**src/rtl/alu_pkg.sv**
```systemverilog
// Shared constants and types for the two-port ALU arbiter.
// Op codes, execution latencies and FSM state encoding.
package alu_pkg;

    localparam logic [2:0] OP_FWD = 3'b000;
    localparam logic [2:0] OP_ADD = 3'b001;
    localparam logic [2:0] OP_AND = 3'b010;
    localparam logic [2:0] OP_OR  = 3'b011;

    localparam logic [1:0] LAT_ADD = 2'd2;
    localparam logic [1:0] LAT_DEF = 2'd1;

    typedef enum logic {
        ST_IDLE = 1'b0,
        ST_EXEC = 1'b1
    } state_t;

    function automatic logic op_legal(input logic [2:0] op);
        return (op == OP_FWD) || (op == OP_ADD) ||
               (op == OP_AND) || (op == OP_OR);
    endfunction

    function automatic logic [1:0] op_lat(input logic [2:0] op);
        return (op == OP_ADD) ? LAT_ADD : LAT_DEF;
    endfunction

endpackage

```
**src/rtl/alu_arbiter_rr_arb2.sv**
```systemverilog
// Two-way round-robin arbiter with one-hot grant.
// The pointer flips to the loser whenever a grant is taken.
module rr_arb2 (
    input  logic       i_clk,
    input  logic       i_rst,
    input  logic [1:0] i_req,
    input  logic       i_take,
    output logic [1:0] o_gnt
);

    // 1: requester 1 wins a tie
    logic r_prio;

    always_comb begin
        o_gnt = i_req;
        if (i_req == 2'b11)
            o_gnt = r_prio ? 2'b10 : 2'b01;
    end

    always_ff @(posedge i_clk or posedge i_rst) begin
        if (i_rst)
            r_prio <= 1'b0;
        else if (i_take)
            r_prio <= o_gnt[0];
    end

endmodule

```
**src/rtl/alu_arbiter.sv**
```systemverilog
// Shares one external ALU between two requesters.
// Grants round-robin, waits the op latency, returns the result.
module alu_arbiter
    import alu_pkg::*;
(
    input  logic       CLK,
    input  logic       RESET,
    input  logic       REQ0,
    input  logic       REQ1,
    input  logic [7:0] DATA1_0,
    input  logic [7:0] DATA2_0,
    input  logic [7:0] DATA1_1,
    input  logic [7:0] DATA2_1,
    input  logic [2:0] SELECT_0,
    input  logic [2:0] SELECT_1,
    output logic       GNT0,
    output logic       GNT1,
    output logic       DONE0,
    output logic       DONE1,
    output logic       ERR,
    output logic [7:0] RESULT,
    output logic [7:0] ALU_DATA1,
    output logic [7:0] ALU_DATA2,
    output logic [2:0] ALU_SELECT,
    input  logic [7:0] ALU_RESULT
);

    state_t     r_state;
    state_t     w_state_nxt;
    logic [1:0] r_cnt;
    logic       r_owner;

    logic [1:0] w_req;
    logic [1:0] w_gnt;
    logic       w_take;
    logic       w_finish;
    logic [7:0] w_d1;
    logic [7:0] w_d2;
    logic [2:0] w_sel;

    assign w_req = {REQ1, REQ0};

    rr_arb2 u_arb (
        .i_clk  (CLK),
        .i_rst  (RESET),
        .i_req  (w_req),
        .i_take (w_take),
        .o_gnt  (w_gnt)
    );

    always_ff @(posedge CLK or posedge RESET) begin
        if (RESET) begin
            r_state <= ST_IDLE;
            r_cnt   <= 2'd0;
        end else begin
            r_state <= w_state_nxt;
            if (w_take)
                r_cnt <= op_lat(w_sel);
            else if (r_state == ST_EXEC && r_cnt != 2'd0)
                r_cnt <= r_cnt - 2'd1;
        end
    end

    always_comb begin
        w_state_nxt = r_state;
        unique case (r_state)
            ST_IDLE: if (|w_req) w_state_nxt = ST_EXEC;
            ST_EXEC: if (r_cnt == 2'd1) w_state_nxt = ST_IDLE;
            default: w_state_nxt = ST_IDLE;
        endcase
    end

    always_comb begin
        w_take   = (r_state == ST_IDLE) && (|w_req);
        w_finish = (r_state == ST_EXEC) && (r_cnt == 2'd1);
        w_d1     = w_gnt[1] ? DATA1_1  : DATA1_0;
        w_d2     = w_gnt[1] ? DATA2_1  : DATA2_0;
        w_sel    = w_gnt[1] ? SELECT_1 : SELECT_0;
    end

    always_ff @(posedge CLK or posedge RESET) begin
        if (RESET) begin
            GNT0       <= 1'b0;
            GNT1       <= 1'b0;
            DONE0      <= 1'b0;
            DONE1      <= 1'b0;
            ERR        <= 1'b0;
            RESULT     <= 8'h00;
            ALU_DATA1  <= 8'h00;
            ALU_DATA2  <= 8'h00;
            ALU_SELECT <= OP_FWD;
            r_owner    <= 1'b0;
        end else begin
            GNT0  <= w_take & w_gnt[0];
            GNT1  <= w_take & w_gnt[1];
            DONE0 <= w_finish & ~r_owner;
            DONE1 <= w_finish & r_owner;
            ERR   <= w_finish & ~op_legal(ALU_SELECT);
            if (w_take) begin
                ALU_DATA1  <= w_d1;
                ALU_DATA2  <= w_d2;
                ALU_SELECT <= w_sel;
                r_owner    <= w_gnt[1];
            end
            // illegal ops never expose the ALU output
            if (w_finish)
                RESULT <= op_legal(ALU_SELECT) ? ALU_RESULT : 8'h00;
        end
    end

endmodule
```
**config.mk**
```make
export PLATFORM = sky130hd
export DESIGN_NAME = alu_arbiter
export DESIGN_NICKNAME = d
export VERILOG_FILES = /design/src/rtl/alu_pkg.sv /design/src/rtl/alu_arbiter_rr_arb2.sv /design/src/rtl/alu_arbiter.sv
export SDC_FILE = /design/constraint.sdc
export NUM_CORES = 1
export LEC_CHECK = 0
export ABC_AREA = 1
export ABC_CLOCK_PERIOD_IN_PS = 1500
export CAP_MARGIN = 40
export CORE_MARGIN = 3
export CORE_UTILIZATION = 40
export DETAILED_ROUTE_END_ITERATION = 6
export GPL_TIMING_DRIVEN = 1
export PLACE_DENSITY = 0.8
export SYNTH_ARGS = -nofsm -noshare
export SYNTH_HDL_FRONTEND = slang
export SYNTH_SLANG_ARGS = --single-unit
```
**constraint.sdc**
```tcl
create_clock -name CLK -period 1.5 [get_ports CLK]
set_input_delay 0.225 -clock CLK [delete_from_list [all_inputs] [get_ports CLK]]
set_output_delay 0.225 -clock CLK [all_outputs]
set_load 0.05 [all_outputs]
```
Yosys cells after proc, flatten, opt, wreduce, memory -nomap -nowiden

Cells that the tools add are included.

Flip-flop bits (word level): 37
Input port bits: 50
Logic and storage cells: 50

$add $sub $neg: 1
Equal/unequal tests: 6
Multiplexer cells: 12
Bitwise gates (word level): 8
Reductions and logical operators: 10

Operator list:

| operator                                            | count |
|---|---|
| two-way mux 8 bit                                   | 3 |
| two-way mux 2 bit                                   | 5 |
| equality test 3 x 1 -> 1 bit, second input constant | 2 |
| equality test 3 x 2 -> 1 bit, second input constant | 2 |
| bitwise AND 1 bit                                   | 5 |
| nonzero test 2 bit                                  | 2 |
| logical AND 1 bit                                   | 3 |
| logical NOT 3 bit                                   | 1 |
| logical OR 1 bit                                    | 3 |
| two-way mux 3 bit                                   | 1 |
| NOT 1 bit                                           | 3 |
| equality test 2 x 1 -> 1 bit, second input constant | 1 |
| equality test 2 bit, second input constant          | 1 |
| two-way mux 1 bit                                   | 2 |
| case mux 1 bit (2 select lines)                     | 1 |
| OR reduction 2 bit                                  | 1 |
| subtractor 2 x 1 -> 2 bit, second input constant    | 1 |

Longest topological paths before layout

Depth in word-level cells: 6
Gate-level depth with buffers: 9
Gate-level depth less buffers: 8

Hierarchy

A second synthesis with hierarchy kept.

Cells, all modules: 194
Area total of the unflattened synthesis: 1,720.4 µm²

Modules (own cells, without submodules):

| module      | instances | cells each | area each (µm²) | seq. area each (µm²) |
|---|---|---|---|---|
| alu_arbiter | 1         | 184        | 1,654.1         | 900.9 |
| rr_arb2     | 1         | 10         | 66.3            | 25.0 |

Least setup slack after synthesis

No wires, ideal clock.

Path type: reg2reg
From: reg r_cnt[0]
To: reg RESULT[0]
Setup time: 0.083 ns
Arrival time: 1.157 ns
Setup slack: 0.260 ns
Stages on the path, launching flop included: 6
Clock period less this slack: 1.240 ns
Cells stage by stage: dfrtp_1 ha_1 nand2_1 clkbuf_1 nand2_1 o21ai_0

Word-level cells in the longest chain between the ends: 2

Ends and longest elaborated chain:

| item                         | line               | RTL |
|---|---|---|
| start: declaration           | alu_arbiter.sv:30  | `logic [1:0] r_cnt;` |
| start signal: assignment     | alu_arbiter.sv:58  | `r_cnt <= op_lat(w_sel);` |
| start signal: assignment     | alu_arbiter.sv:60  | `r_cnt <= r_cnt - 2'd1;` |
| equality test 2 x 1 -> 1 bit | alu_arbiter.sv:75  | `w_finish = (r_state == ST_EXEC) && (r_cnt == 2'd1);` |
| logical AND 1 bit            | alu_arbiter.sv:75  |  |
| end signal: assignment       | alu_arbiter.sv:107 | `RESULT <= op_legal(ALU_SELECT) ? ALU_RESULT : 8'h00;` |
| end: declaration             | alu_arbiter.sv:21  | `output logic [7:0] RESULT,` |

No other way between the ends.
A chain may end at the register's enable or synchronous reset.

Worst setup path in the final report

From: reg r_cnt[0]
To: reg r_cnt[0]

Word-level cells in the longest chain between the ends: 3
Elaborated cells between the ends (all ways): 6
Classes of those cells: add/sub: 1; mux: 2; reduce/logical: 3

Ends and longest elaborated chain:

| item                                                                   | line                                 | RTL |
|---|---|---|
| subtractor 2 x 1 -> 2 bit / nonzero test 2 bit (equally long branches) | alu_arbiter.sv:60, alu_arbiter.sv:59 |  |
| two-way mux 2 bit / logical AND 1 bit (equally long branches)          | alu_arbiter.sv:59                    | `else if (r_state == ST_EXEC && r_cnt != 2'd0)` |
| two-way mux 2 bit / nonzero test 2 bit (equally long branches)         | --                                   |  |

Parallel ways exist; a longest one is shown, timed or not. The select of a mux whose other input is x is not followed.

==> impl_metrics.json <==
{
  "status": "completed",
  "syn_area_per_cell_sq_um": 8.92,
  "placementRows": 22,
  "netlist.area_leader.share_pct": 56.4,
  "pwr-share-seq_pct": 29.2,
  "cts_buffer_depth": 2,
  "cts-buffers-inserted": 5,
  "worst-endpoint-arrival_ns": 1.44,
  "critPathRequiredTime_ns": 1.68,
  "syn2layout_area_growth_pct": 55.2,
  "pwr-share-comb_pct": 58.0,
  "grt_max_degree": 26,
  "clk_pin_slew_ns": 0.07,
  "worst_pin_slew_ns": 0.317,
  "h-tree-depth": 2,
  "internal_power_w": 0.00292,
  "dp_cells": 316,
  "stdcell_count": 324,
  "rsz0062_at_grt": "no",
  "die_w_microns": 70.1,
  "die_h_microns": 70.1,
  "coreArea_sq_um": 3800,
  "cts-root-buf": "clkbuf_8",
  "crit_type": "flop to flop",
  "yosysWarnings": 0,
  "peakVddDrop_v": 0.000940,
  "syn_nets": 236,
  "grt_overflow": 0,
  "slew_headroom_pct": 78.8,
  "dp_hpwl_mm": 3.23,
  "drc_errors": 0,
  "antenna_found_initial": 0,
  "period_minus_slack_ns": 1.26,
  "r2r_setup_slack_ns": 0.24,
  "r2r-end": "r_cnt[0]",
  "hold_buffers": 0,
  "seqCellArea_sq_um": 926,
  "r2r_start": "r_cnt[0]",
  "ys_seq_elements": 37,
  "vias_per_cell": 4.77,
  "maxCapViolCount": 0,
  "p_clk_share_pct": 12.8,
  "endpoint_kind": "flop",
  "post_drt_wl_per_cell_microns": 12.9,
  "stdcell_area_sq_um": 2550,
  "synth_top_cell_by_area": "dfrtp_1",
  "slew_violations": 0,
  "grt_use_total_pct": 18.0,
  "gp_congestion": 0.788,
  "rr_worst_depth": 6,
  "fmax_ghz": 0.791,
  "antenna_cells": 0,
  "fillers": 310,
  "dp_slack_ns": -0.0727,
  "synth_cells": 184,
  "synth_cell_types": 22,
  "powerDensity_nw_per_um2": 2280,
  "path_max_fanout": 4,
  "setup_viol": 0,
  "final.setup_skew_ns": 0.00269,
  "clk_latency_ns": 0.28,
  "worstHoldPathType": "input pin to asynchronous set/reset pin",
  "hold_viol": 0,
  "cts_sinks": 37,
  "cts_tree": "yes",
  "yosysSeqAreaShare_pct": 56.4,
  "cts_resized": 0,
  "dr.pass1.iters": 4,
  "switching_power_w": 0.00289,
  "routed_wl_mm": 4.18,
  "finalCritPeriodShare_pct": 84.3,
  "cp-start-kind": "flop",
  "mostFrequentLayoutCells": "49 x clkdlybuf4s50_1, 43 x buf_4, 39 x nand2_1, 37 x dfrtp_1, 31 x a21oi_1",
  "die_area_sq_um": 4910,
  "cts_setup_buffers": 0,
  "final_common_cell": "clkdlybuf4s50_1",
  "netlist_top_cells_area": "dfrtp_1 56%, a21oi_1 9.5%, nand2_1 9.1%",
  "vias": 1544,
  "power.leakage_nw": 1.21,
  "nNetsFinal": 327,
  "grt_pass1_wl_mm": 7.04,
  "first_iter_violations": 102,
  "ant_nets": 0,
  "drive_gt1_share_pct": 22.1,
  "start_util_pct": 43.2,
  "fin_ws_ns": 0.235,
  "netlist_area_sq_um": 1640,
  "port_buffers": 81,
  "netSwitchingFraction_pct": 49.8,
  "whs_ns": 0.248,
  "fin_tns_setup_ns": 0,
  "io_pins": 82,
  "multi_input_area_sq_um": 598,
  "place_area_sq_um": 2440,
  "grt_pass1_vias": 1537
}
-- synth_stat cells, drive strengths merged --
cell	instances
buf	6
clkbuf	2
nand2	43
o21a	1
nand3	7
ha	2
o21bai	3
nor2	24
clkinv	1
o21ai	13
a21oi	33
dfrtp	37
inv	12
-- power by group through the flow --
stage / logic (W) / clock network (W) / registers [W]
after floorplan: 0.00100 / 0 / 0.00303
after global placement: 0.00333 / 0 / 0.00169
after detailed placement: 0.00339 / 0 / 0.00171
after CTS: 0.00340 / 0.000762 / 0.00169
after global routing: 0.00362 / 0.000815 / 0.00176
final: 0.00337 / 0.000743 / 0.00170
-- per-layer routing --
| metal | GRT usage, % | share of wire [%] | vias to the layer above | routed length (microns) |
|---|---|---|---|---|
| met5 | 0 | 0 | - | 0 |
| met2 | 29.3 | 48 | 52 | 2010 |
| met3 | 4.75 | 7.4 | 7 | 310 |
| met4 | 5.74 | 1.5 | 0 | 61 |
| li1 | - | - | 780 | - |
| met1 | 23.4 | 43 | 705 | 1800 |
-- cells by family (layout without fill, tap and decap cells) --
kind of cell	Yosys count	in the layout	synth area share, %
compound gates	50	50	16.5
fa+ha+maj	2	2	1.52
simple gates	74	74	18.2
buf+inv	21	113	7.32
flops	37	37	56.4
-- area by class of cell --
| type | count | share of cell area [%] |
|---|---|---|
| well taps | 48 | 2.36 |
| repair buffers | 92 | 31.9 |
| clock buffers | 7 | 3.78 |
| flip-flops and latches | 37 | 36.3 |
| clock inverters | 1 | 0.196 |
| multi-input cells | 126 | 23.5 |
| inverters | 13 | 1.92 |
-- sequential cells by signal (all words and copies together), names as in the netlist, 2 cells and up --
| signal | flops |
|---|---|
| ALU_DATA1 | 8 |
| ALU_DATA2 | 8 |
| ALU_SELECT | 3 |
| RESULT | 8 |
| r_cnt | 2 |
-- per-stage QoR --
stage	power (W)	util (%)
floorplan	0.00403	-
finish	0.00581	67.1
global route	0.00619	67.1
CTS	0.00586	67.0
global placement	0.00502	64.3
detailed placement	0.00511	64.3
-- how the worst max path moves through the flow --
stage / endpoint / start / slack, ns / depth (start not counted)
after floorplan: RESULT[0] / r_cnt[0] / 0.26 / 5
after global placement: ALU_DATA1[7] / REQ1 / -0.01 / 5
after detailed placement: ALU_DATA2[2] / REQ1 / -0.07 / 5
after CTS: RESULT[1] / r_cnt[0] / 0.11 / 3
after global routing: r_cnt[0] / r_cnt[0] / 0.07 / 6
final: r_cnt[0] / r_cnt[0] / 0.24 / 6
-- worst max-delay path: stages, from the launching register on --
cell and delay [ns]:
dfrtp_1 0.39, inv_1 0.06, ha_1 0.19, o21ai_1 0.22, o21ai_0 0.12, nor2_1 0.13, nor2_1 0.05
(Power assumes the default switching activity.)
